## src/rtl/speaker_pkg.sv

```systemverilog
// Shared constants and helpers for the speaker tone source: frame divider width,
// the update index inside the frame, and the volume-to-amplitude table.
package speaker_pkg;

   localparam int DIV_W = 9;
   localparam logic [DIV_W-1:0] LRCK_UPD_IDX = 9'd255;

   localparam logic [15:0] AMP_VOL0 = 16'h0000;
   localparam logic [15:0] AMP_VOL1 = 16'h0800;
   localparam logic [15:0] AMP_VOL2 = 16'h1000;
   localparam logic [15:0] AMP_VOL3 = 16'h2000;
   localparam logic [15:0] AMP_VOL4 = 16'h4000;
   localparam logic [15:0] AMP_SAT  = 16'h7FFF;

   typedef struct packed {
      logic phase;
      logic silent;
   } chan_state_t;

   function automatic logic [15:0] vol_to_amp(input logic [2:0] vol);
      logic [15:0] amp;
      case (vol)
         3'd0:    amp = AMP_VOL0;
         3'd1:    amp = AMP_VOL1;
         3'd2:    amp = AMP_VOL2;
         3'd3:    amp = AMP_VOL3;
         3'd4:    amp = AMP_VOL4;
         default: amp = AMP_SAT;
      endcase
      return amp;
   endfunction

   // High phase gives +amp, low phase gives the two's-complement negative.
   function automatic logic [15:0] signed_tone(input logic [15:0] amp, input logic phase);
      return phase ? amp : (~amp + 16'd1);
   endfunction

endpackage

```

## src/rtl/tone_channel.sv

```systemverilog
// One square-wave channel: half-period counter, phase bit and silence detect.
// A note_div of 0 or 1 parks the channel at count 0, phase 0.
module tone_channel
   import speaker_pkg::*;
#(
   parameter int CNT_W = 22
) (
   input  logic             clk,
   input  logic             rst,
   input  logic [CNT_W-1:0] note_div,
   output chan_state_t      state
);

   logic [CNT_W-1:0] cnt;
   logic             phase;
   logic             silent;

   assign silent = (note_div <= CNT_W'(1));

   // ">=" rather than "==" so a period shortened below the running count
   // wraps on the very next edge instead of running to counter overflow.
   always_ff @(posedge clk or posedge rst) begin
      if (rst) begin
         cnt   <= '0;
         phase <= 1'b0;
      end else if (silent) begin
         cnt   <= '0;
         phase <= 1'b0;
      end else if (cnt >= note_div - CNT_W'(1)) begin
         cnt   <= '0;
         phase <= ~phase;
      end else begin
         cnt   <= cnt + CNT_W'(1);
      end
   end

   always_comb begin
      state        = '0;
      state.phase  = phase;
      state.silent = silent;
   end

endmodule

```

## src/rtl/speaker_tone_source.sv

```systemverilog
// Two-channel square-wave source for an I2S-style DAC: derives mclk/sck/lrck
// from a 9-bit divider and updates both samples once per frame at lrck rise.
module speaker_tone_source
   import speaker_pkg::*;
#(
   parameter int CNT_W = 22
) (
   input  logic             clk,
   input  logic             rst,
   input  logic [CNT_W-1:0] note_div_left,
   input  logic [CNT_W-1:0] note_div_right,
   input  logic [2:0]       volume,
   input  logic             mute,
   output logic             audio_mclk,
   output logic             audio_sck,
   output logic             audio_lrck,
   output logic [15:0]      audio_in_left,
   output logic [15:0]      audio_in_right
);

   logic [DIV_W-1:0] div_cnt;
   chan_state_t      st_left;
   chan_state_t      st_right;
   logic             phase_left;
   logic             phase_right;
   logic [15:0]      amp;
   logic [15:0]      val_left;
   logic [15:0]      val_right;
   logic             upd;

   always_ff @(posedge clk or posedge rst) begin
      if (rst) div_cnt <= '0;
      else     div_cnt <= div_cnt + DIV_W'(1);
   end

   // Clock outputs are plain taps of the divider register, so lrck edges land
   // exactly where the low four bits wrap, i.e. on sck falling edges.
   assign audio_mclk = div_cnt[1];
   assign audio_sck  = div_cnt[3];
   assign audio_lrck = div_cnt[8];

   tone_channel #(.CNT_W(CNT_W)) u_left (
      .clk      (clk),
      .rst      (rst),
      .note_div (note_div_left),
      .state    (st_left)
   );

   tone_channel #(.CNT_W(CNT_W)) u_right (
      .clk      (clk),
      .rst      (rst),
      .note_div (note_div_right),
      .state    (st_right)
   );

   assign phase_left  = st_left.phase;
   assign phase_right = st_right.phase;
   assign amp         = vol_to_amp(volume);
   assign upd         = (div_cnt == LRCK_UPD_IDX);

   always_comb begin
      val_left  = 16'h0000;
      val_right = 16'h0000;
      if (!mute && (amp != 16'h0000)) begin
         if (!st_left.silent)  val_left  = signed_tone(amp, phase_left);
         if (!st_right.silent) val_right = signed_tone(amp, phase_right);
      end
   end

   // Samples move only as lrck rises, leaving them steady across the fall
   // where the serializer latches them.
   always_ff @(posedge clk or posedge rst) begin
      if (rst) begin
         audio_in_left  <= 16'h0000;
         audio_in_right <= 16'h0000;
      end else if (upd) begin
         audio_in_left  <= val_left;
         audio_in_right <= val_right;
      end
   end

endmodule

```

## config.mk

```make
export PLATFORM = sky130hd
export DESIGN_NAME = speaker_tone_source
export DESIGN_NICKNAME = d
export VERILOG_FILES = /design/src/rtl/speaker_pkg.sv /design/src/rtl/tone_channel.sv /design/src/rtl/speaker_tone_source.sv
export SDC_FILE = /design/constraint.sdc
export NUM_CORES = 1
export LEC_CHECK = 0
export ABC_AREA = 1
export CORE_ASPECT_RATIO = 1.75
export CORE_UTILIZATION = 25
export DETAILED_ROUTE_END_ITERATION = 8
export MAX_ROUTING_LAYER = met4
export SKIP_LAST_GASP = 1
export SYNTH_ARGS = -nofsm -noshare
export SYNTH_HDL_FRONTEND = slang
export SYNTH_SLANG_ARGS = --single-unit
```

## constraint.sdc

```tcl
create_clock -name clk -period 2.1 [get_ports clk]
set_input_delay 0.315 -clock clk [delete_from_list [all_inputs] [get_ports clk]]
set_output_delay 0.315 -clock clk [all_outputs]
set_load 0.01 [all_outputs]
```

==> results.tsv, run 1 <==
metric	value	unit
setup_slack	-318	ps
powerDensity	444	nW/um2
grt_use_met1	13.3	%
h-tree-depth	3	
maxCapViolations	0	
ys_ff_latch	69	
synth_nets	892	
die_y	202	um
rsz0062_at_grt	yes	
via_count	5707	
top_usage_layer	met2	
path_delay_family	simple AND/OR/NAND/NOR gates	
wirelength	16.7	mm
final_cell_mix	nand2_1, buf_4, inv_1, dfrtp_1, nor2_1	
die_area	23600	um2
rows	72	
placed_cells	1251	
hold_path.class	input port to asynchronous set/reset pin	
diodes	0	
clkTransAtPathRegs	60	ps
io_buffers	84	
crit_slowest_cell	ha_1	
required	2310	ps
ant_nets	0	
root_buffer	clkbuf_16	
globalplace.congestion	0.876	
synth_edf_count	0	
fin_util	40.4	%
area_delta_synth_final	57.1	%
grt_overflow	0	
routed_via_density	4.37	
fin_crit_sh	115	%
max-slew-margin-rel	65.1	%
finalCriticalPeriod	2420	ps
drive_above_1_share	34.7	%
endpoint_kind	flop	
cts_hold_buf	0	
hold_viol	0	
ir_worst_vdd	0.299	mV
setup_viol	46	
synth_area	5730	um2
critPathBufInv	5	
slew_viol_final	0	
fillerInstances	2271	
path_cells	buf_6, clkinvlp_4, ha_4, nand2_8, nor2_4, nand4_1, nor2_1, xor2_1, inv_1, ha_1, nand2_2, nor2_4, nand2_2, nor2_2, nand2_2, nand3_4, buf_6, buf_12, nor2_2	
p_leak	4.14	nW
synth_cells	790	
first_global_vias	5934	
failed_checks	negative setup slack	
grt_max_degree	40	
whs	381	ps
final_common_cell	nand2_1	
dr.pass1.iters	4	
crit_type	input port to flop	
dp_hpwl	12.4	mm
cts_tree	built	
numCtsBuffers	9	
syn_area_per_cell	7.25	um2
grtUsageTotal	15.3	%
drtIter0Drc	175	
async_flop_share	100	%
grt_util_met3	1.53	%
critPathMaxStageDelay	280	ps
grt_pass1_wl	27.2	mm
die_w	116	um
critPathMaxFanout	5	
io_pins	85	
use_met2	31.2	%
antenna_found_initial	0	
worst_pin_slew	523	ps
outcome	finished with violations	
critPathLaunchType	input port	
cp_common_cell	nand2_2	
core_area	22300	um2
yosysUniqueCellTypes	37	
clock_sinks	69	
cts_buffer_depth	2	
start_util	25.7	%
layout.cells.non_filler	1306	
drc	0	
synth-seq-area-share	30.1	%
fmax	0.414	GHz
finalClockSkew	6.90	ps
cp.arrival	2630	ps
wire_per_inst	12.8	um
final_nets	1107	
synth_flop_cell	dfrtp_1	
synth_warnings	0	
clk_latency	330	ps
==> sequential cells by signal, indices dropped and copies added (netlist names) <==
register and flops:
audio_in_right 7, audio_in_left 7, div_cnt 9, u_left.cnt 22
u_right.phase 1, u_left.phase 1, u_right.cnt 22
==> cell type report <==
cell class,count,area [um2],share of cell area [%]
Tap cell,296,370,4.12
Clock buffer,11,253,2.81
Sequential cell,69,1730,19.2
Inverter,95,384,4.27
Timing Repair Buffer,225,1950,21.6
Multi-Input combinational cell,605,4240,47.1
Clock inverter,5,81.3,0.904
==> synth_stat cells (2+ instances only) <==
master / instances / area share (%)
o21ai_0: 12 / 1.0
a21oi_1: 19 / 1.7
nor3_1: 20 / 1.7
xor2_1: 53 / 8.1
inv_1: 93 / 6.1
buf_4: 18 / 2.4
nor2_2: 8 / 0.87
buf_6: 4 / 0.79
ha_1: 52 / 11
nand2_1: 197 / 13
nand3b_1: 2 / 0.26
nor3_2: 5 / 0.87
nand4_1: 14 / 1.5
o21ai_2: 2 / 0.31
dfrtp_1: 69 / 30
nor2_4: 2 / 0.39
o21bai_1: 2 / 0.26
nand3_1: 29 / 2.5
and2_1: 3 / 0.33
nor2_1: 134 / 8.8
nor3b_1: 2 / 0.26
xnor2_1: 29 / 4.4
inv_2: 2 / 0.13
o211ai_1: 2 / 0.26
nand2_4: 2 / 0.39
nor4_1: 3 / 0.33
nand2_2: 2 / 0.22
==> metal layers <==
layer	up-vias	share of wire, %
li1	2901	-
met1	2666	33
met2	99	61
met3	41	2.0
met4	0	4.0
met5	-	0
==> worst paths after layout <==
path                       depth (start not counted)  slack (ps)                  to         startpoint
max                                               19        -320     u_right.cnt[15]  note_div_right[0]
min                                                2         380          div_cnt[2]                rst
max reg2reg                                       12         180        u_left.phase      u_left.cnt[2]
min reg2reg                                        1         460          div_cnt[7]         div_cnt[7]
max in group asynchronous                          3        1110  audio_in_right[15]                rst
min in group clk                                   1         460          div_cnt[7]         div_cnt[7]
==> logic make-up after synthesis <==
kind of cell,count (synthesis),share of synthesized area [%]
XOR/XNOR,82,12.5
adder cells (fa/ha/maj),52,11.4
AO/OA/AOI/OAI,39,3.82
AND/OR/NAND/NOR,429,32.6
flip-flops,69,30.1
buffers and inverters,119,9.52
==> report_power, final <==
part	internal [mW]	switching, mW
logic	0.402	0.440
clock network	1.11	0.567
registers	1.39	0.0908
==> repair_timing <==
item                                    in CTS  in global routing
buffers inserted                            35                  6
cloned                                       6                  0
endpoints found under the setup margin      47                 59
gates resized for setup                    202                115
pin swaps                                   74                 71
==> metrics by stage <==
stage	area (um2)	setup WS [ps]	setup TNS [ps]	power, mW
final	9000	-318	-10850	3.99
after global routing	9000	-486	-18290	4.22
after CTS	8800	-389	-13840	3.99
after detailed placement	7690	-1050	-46560	2.23
after global placement	7690	-1010	-44470	2.21
after floorplan	5850	-232	-7820	1.87
(Power assumes the default switching activity.)
==> run 2, diff against run 1 <==
--- a/config.mk
+++ b/config.mk
@@ -9,8 +9,10 @@
 export CORE_ASPECT_RATIO = 1.75
 export CORE_UTILIZATION = 25
 export DETAILED_ROUTE_END_ITERATION = 8
+export GPL_ROUTABILITY_DRIVEN = 0
 export MAX_ROUTING_LAYER = met4
 export SKIP_LAST_GASP = 1
+export SLEW_MARGIN = 0
 export SYNTH_ARGS = -nofsm -noshare
 export SYNTH_HDL_FRONTEND = slang
 export SYNTH_SLANG_ARGS = --single-unit
==> results of run 2 <==
Final layout, timing and power as in run 1 (identical DEF).
==> run 3, diff against run 2 <==
--- a/config.mk
+++ b/config.mk
@@ -10,6 +10,8 @@
 export CORE_UTILIZATION = 25
 export DETAILED_ROUTE_END_ITERATION = 8
 export GPL_ROUTABILITY_DRIVEN = 0
+export GPL_TIMING_DRIVEN = 0
+export HOLD_SLACK_MARGIN = 0.03
 export MAX_ROUTING_LAYER = met4
 export SKIP_LAST_GASP = 1
 export SLEW_MARGIN = 0
==> results.tsv, run 3 (synthesized netlist as in run 1, its figures left out) <==
metric	value	unit	change
outcome	finished with violations		
failed_checks	negative setup slack		
cts_buffer_depth	2		unchanged
finalClockSkew	7.15	ps	+0.250 ps
fin_crit_sh	116	%	+0.64 points
final_common_cell	nand2_1		
die_area	23600	um2	unchanged
diodes	0		unchanged
drtIter0Drc	161		-8.0%
h-tree-depth	3		unchanged
hold_viol	0		unchanged
rows	72		unchanged
grt_overflow	0		unchanged
setup_viol	46		unchanged
drive_above_1_share	33.5	%	-1.2 points
io_pins	85		unchanged
place_area	7100	um2	-7.7%
r2r_start	div_cnt[1]		
grt_pass1_wl	26.1	mm	-4.1%
reg_top3	u_left.cnt (22), u_right.cnt (22), div_cnt (9)		
layout.cells.non_filler	1252		-4.1%
whs	342	ps	-39.6 ps
placed_cells	1171		-6.4%
endpoint_kind	flop		
drc	0		unchanged
rrSetupSlack	0	ps	-180 ps
io_buffers	84		unchanged
r2r-end	audio_in_right[10]		
root_buffer	clkbuf_16		
clk_latency	330	ps	about the same
core_area	22300	um2	unchanged
critPathLaunchType	input port		
r2r_cells	12		unchanged
grtUsageTotal	14.8	%	-0.51 points
ir_worst_vdd	0.280	mV	-6.1%
fin_util	39.0	%	-1.4 points
cts_tree	built		
required	2310	ps	about the same
max-slew-margin-rel	63.6	%	-1.5 points
cp.arrival	2650	ps	+20 ps
setup_slack	-331	ps	-13.4 ps
first_global_vias	5567		-6.2%
finalCriticalPeriod	2430	ps	+13.4 ps
wirelength	16.4	mm	-1.8%
die_w	116	um	unchanged
stdcell_area	8690	um2	-3.5%
rsz0062_at_grt	yes		
wire_per_inst	13.1	um	+2.4%
cts_hold_buf	0		unchanged
grt_max_degree	47		+18%
post-place-ws	-1290	ps	-239 ps
routed_via_density	4.42		+1.1%
maxCapViolations	0		unchanged
clock_sinks	69		unchanged
worst_pin_slew	540	ps	+16.8 ps
die_y	202	um	unchanged
numCtsBuffers	9		unchanged
hold_path.class	input port to asynchronous set/reset pin		
final_nets	1053		-4.9%
slew_viol_final	0		unchanged
p_leak	3.91	nW	-5.5%
design_power_total	4.00	mW	+0.27%
start_util	25.7	%	unchanged
dr.pass1.iters	4		unchanged
ant_nets	0		unchanged
crit_type	input port to flop		
area_delta_synth_final	51.6	%	
final_cell_mix	nand2_1, inv_1, buf_4, dfrtp_1, nor2_1		
antenna_found_initial	0		unchanged
dp_hpwl	12.0	mm	-3.1%
critPathMaxFanout	5		unchanged
powerDensity	461	nW/um2	+3.9%
tns	-11030	ps	-184 ps
clkTransAtPathRegs	60	ps	about the same
via_count	5530		-3.1%
fmax	0.411	GHz	-0.55%
[run 3: cell types whose count changed in the layout (fill, tap and decap cells not counted), moves of 5 or more]
| cell | before | now |
|---|---|---|
| buf_4 | 126 | 69 |
| buf_6 | 14 | 21 |
| buf_8 | 3 | 9 |
| clkdlybuf4s15_1 | 8 | 3 |
[run 3: final cells by class]
cell class / count / area [um2]
buffer: 21 / 170
clock buffer: 9 / 225
clock inverter: 7 / 123
fill: 2290 / 13600
inverter: 95 / 389
multi-input combinational: 602 / 4240
sequential: 69 / 1730
tap: 296 / 370
timing repair buffer: 153 / 1450
[run 3: worst max path at each step]
stage | cells past startpoint | startpoint | end | slack [ps]
2_1_floorplan | 21 | note_div_left[1] | u_left.cnt[0] | -230
3_3_place_gp | 2 | rst | audio_in_right[0] | -1410
3_5_place_dp | 20 | note_div_left[1] | u_left.cnt[0] | -1290
4_1_cts | 16 | note_div_right[4] | u_right.cnt[0] | -380
5_1_grt | 17 | note_div_left[4] | u_left.cnt[2] | -470
6_report | 18 | note_div_left[10] | u_left.cnt[2] | -330
[run 3: routing by layer]
layer	vias up	track usage [%]	wire length (um)
met5	-	-	0
met4	0	6.18	537
met3	28	1.50	288
met2	84	30.8	10100
met1	2618	12.5	5500
li1	2800	-	-
[run 3: worst max-delay path, stage by stage]
cell and delay, ps:
buf_8 100, nor2_4 110, nand2_1 80, inv_2 80, nand3_4 90, nor3_4 280
nand2_1 110, xor2_1 150, ha_1 350, nand2_4 90, nor3_2 190, nand3b_1 120
nand2_2 100, nor2_4 50, nand2_4 130, buf_12 130, buf_16 130, nor2_4 30
[run 3: repair_timing]
item	in CTS	in global routing
pin swaps	81	78
endpoints found under the setup margin	60	58
gates cloned	4	0
gates resized for setup	224	148
setup buffers	49	21
hold endpoints to repair	0	0
[run 3: power by group]
part	total [mW]	leakage (nW)	switching (mW)	internal, mW
sequential	1.48	0.853	0.0893	1.39
clock	1.76	0.162	0.597	1.17
combinational	0.764	2.89	0.419	0.346
total	4.00	3.91	1.11	2.90
==> edit (flow settings as in run 2) <==
`CNT_W` is set to 22 in 2 places; all go to 18.
--- a/src/rtl/tone_channel.sv
+++ b/src/rtl/tone_channel.sv
@@ -3,7 +3,7 @@
 module tone_channel
    import speaker_pkg::*;
 #(
-   parameter int CNT_W = 22
+   parameter int CNT_W = 18
 ) (
    input  logic             clk,
    input  logic             rst,
--- a/src/rtl/speaker_tone_source.sv
+++ b/src/rtl/speaker_tone_source.sv
@@ -3,7 +3,7 @@
 module speaker_tone_source
    import speaker_pkg::*;
 #(
-   parameter int CNT_W = 22
+   parameter int CNT_W = 18
 ) (
    input  logic             clk,
    input  logic             rst,
Interface: changed (resized note_div_left and note_div_right); port bits go from 85 to 77. No check against the original RTL was run, so the function may have changed too.
==> edit against run 2 <==
The flow still finishes with violations (setup timing); sequential cell count down 8; clock skew fell by 0.0027 ns; core utilization fell by 0.28 points; sequential power is 6% higher; total power up 14%; worst setup slack better by 0.16 ns; wire length decreased by 20%; combinational power grew 63%; maximum frequency grew 7.0%; hold slack got worse by 0.013 ns; critical path depth down 4; final area decreased by 17%; area after synthesis down 17%.
==> edit: results <==
[pwr]
p_leak_uw = 0.00354
peakVddDrop_uv = 394

[place]
post_dp_cell_area_sq_mm = 0.00635
dp_hpwl_um = 9840
placement.io_buffers = 76
dp_slack_ns = -0.928
dp_cells = 1003

[layout]
nets = 905
fillCellCount = 1842
largestRegisters = u_left.cnt (18), u_right.cnt (18), div_cnt (9)
stdcell_count = 1062
drive_gt1_share_pct = 33.5

[timing]
max_slew.worst_pin.slew_ns = 0.564
setup_viol = 38
hold_slack_ns = 0.368
fin_skew_ns = 0.00422
worst_slack_ns = -0.159

[drt]
vias_per_cell = 4.40
wirelength_um = 13300
drtIter0Drc = 183

[outcome]
status = complete, but fails checks
violations = setup timing

[logic_synthesis]
synth_area_leaders = dfrtp_1, ha_1, nand2_1
syn-num-nets = 724
synth_adder_area_share_pct = 11.6
synth_cell_types = 32
synth.yosys.seq_area_share_pct = 32.1
synth_common_cells = nand2_1, nor2_1, inv_1, dfrtp_1, ha_1
synthXorXnorAreaFrac_pct = 11.2
synth_compound_area_share_pct = 5.40
synth_cells = 638

[setup_path]
worstPathArrival_ns = 2.47
cp_slowest_stage_delay_ns = 0.44
crit_fanout = 8
crit_slowest_cell = clkdlybuf4s50_1

[clock_tree]
cts.path.max_buffers = 2

[global_route]
grt_max_degree = 62
grt_pass1_vias = 4772
grt_pass1_wl_um = 21400
## edit: report_power, final
part	internal (uW)	switching, uW
logic	650	715
clock network	1100	499
registers	1340	233
## edit: layout make-up
type / count / area share (%)
Sequential cell: 61 / 20.5
Timing Repair Buffer: 190 / 22.5
Tap cell: 238 / 3.99
Clock buffer: 12 / 3.44
Multi-Input combinational cell: 480 / 44.5
Inverter: 77 / 4.12
Clock inverter: 4 / 0.939
## edit: what timing repair did
action	4_1_cts	5_1_grt
hold buffers	0	0
setup buffers	33	7
pin swaps	82	53
gates resized for setup	171	70
cloned	4	0
endpoints found under the setup margin	39	50
## edit: worst max-delay path: cells and delay by family
family	cells	cell delay [ns]
buffers and inverters	5	0.87
AND/OR/NAND/NOR	8	0.80
adder cells (fa/ha/maj)	1	0.30
XOR/XNOR	1	0.18
## edit: kinds of logic after synthesis
logic type,Yosys count
fa+ha+maj,44
buf+inv,100
flops,61
xor+xnor,61
simple gates,331
compound gates,41
## edit: path summary, 6_finish.rpt
check / start / to / slack [ns] / cells after the start
max in group asynchronous: rst / audio_in_right[10]$_DFFE_PP0N_ / 1.44 / 3
worst max register to register: u_right.cnt[0]$_DFF_PP0_ / u_right.cnt[14]$_DFF_PP0_ / 0.20 / 9
worst min register to register: audio_in_right[13]$_DFFE_PP0N_ / audio_in_right[13]$_DFFE_PP0N_ / 0.47 / 2
min in group clk: audio_in_right[13]$_DFFE_PP0N_ / audio_in_right[13]$_DFFE_PP0N_ / 0.47 / 2
worst max-delay path: note_div_right[16] / u_right.cnt[14]$_DFF_PP0_ / -0.16 / 15
worst min-delay path: rst / div_cnt[1]$_DFF_PP0_ / 0.37 / 3
## edit: layer usage
metal / share of wire, % / GRT usage, % / vias up
met3: 2.6 / 2.30 / 37
met5: 0 / - / -
met2: 58 / 28.5 / 94
li1: - / - / 2373
met1: 35 / 13.0 / 2169
met4: 4.6 / 7.67 / 0
## edit: per-stage QoR
stage	setup TNS, ns	utilization, %	total power, uW
4_1_cts	-3.58	38.8	4480
3_3_place_gp	-33.37	34.2	2650
2_1_floorplan	-3.06	-	2250
3_5_place_dp	-35.29	34.2	2670
5_1_grt	-9.15	40.2	4860
6_report	-3.80	40.2	4530
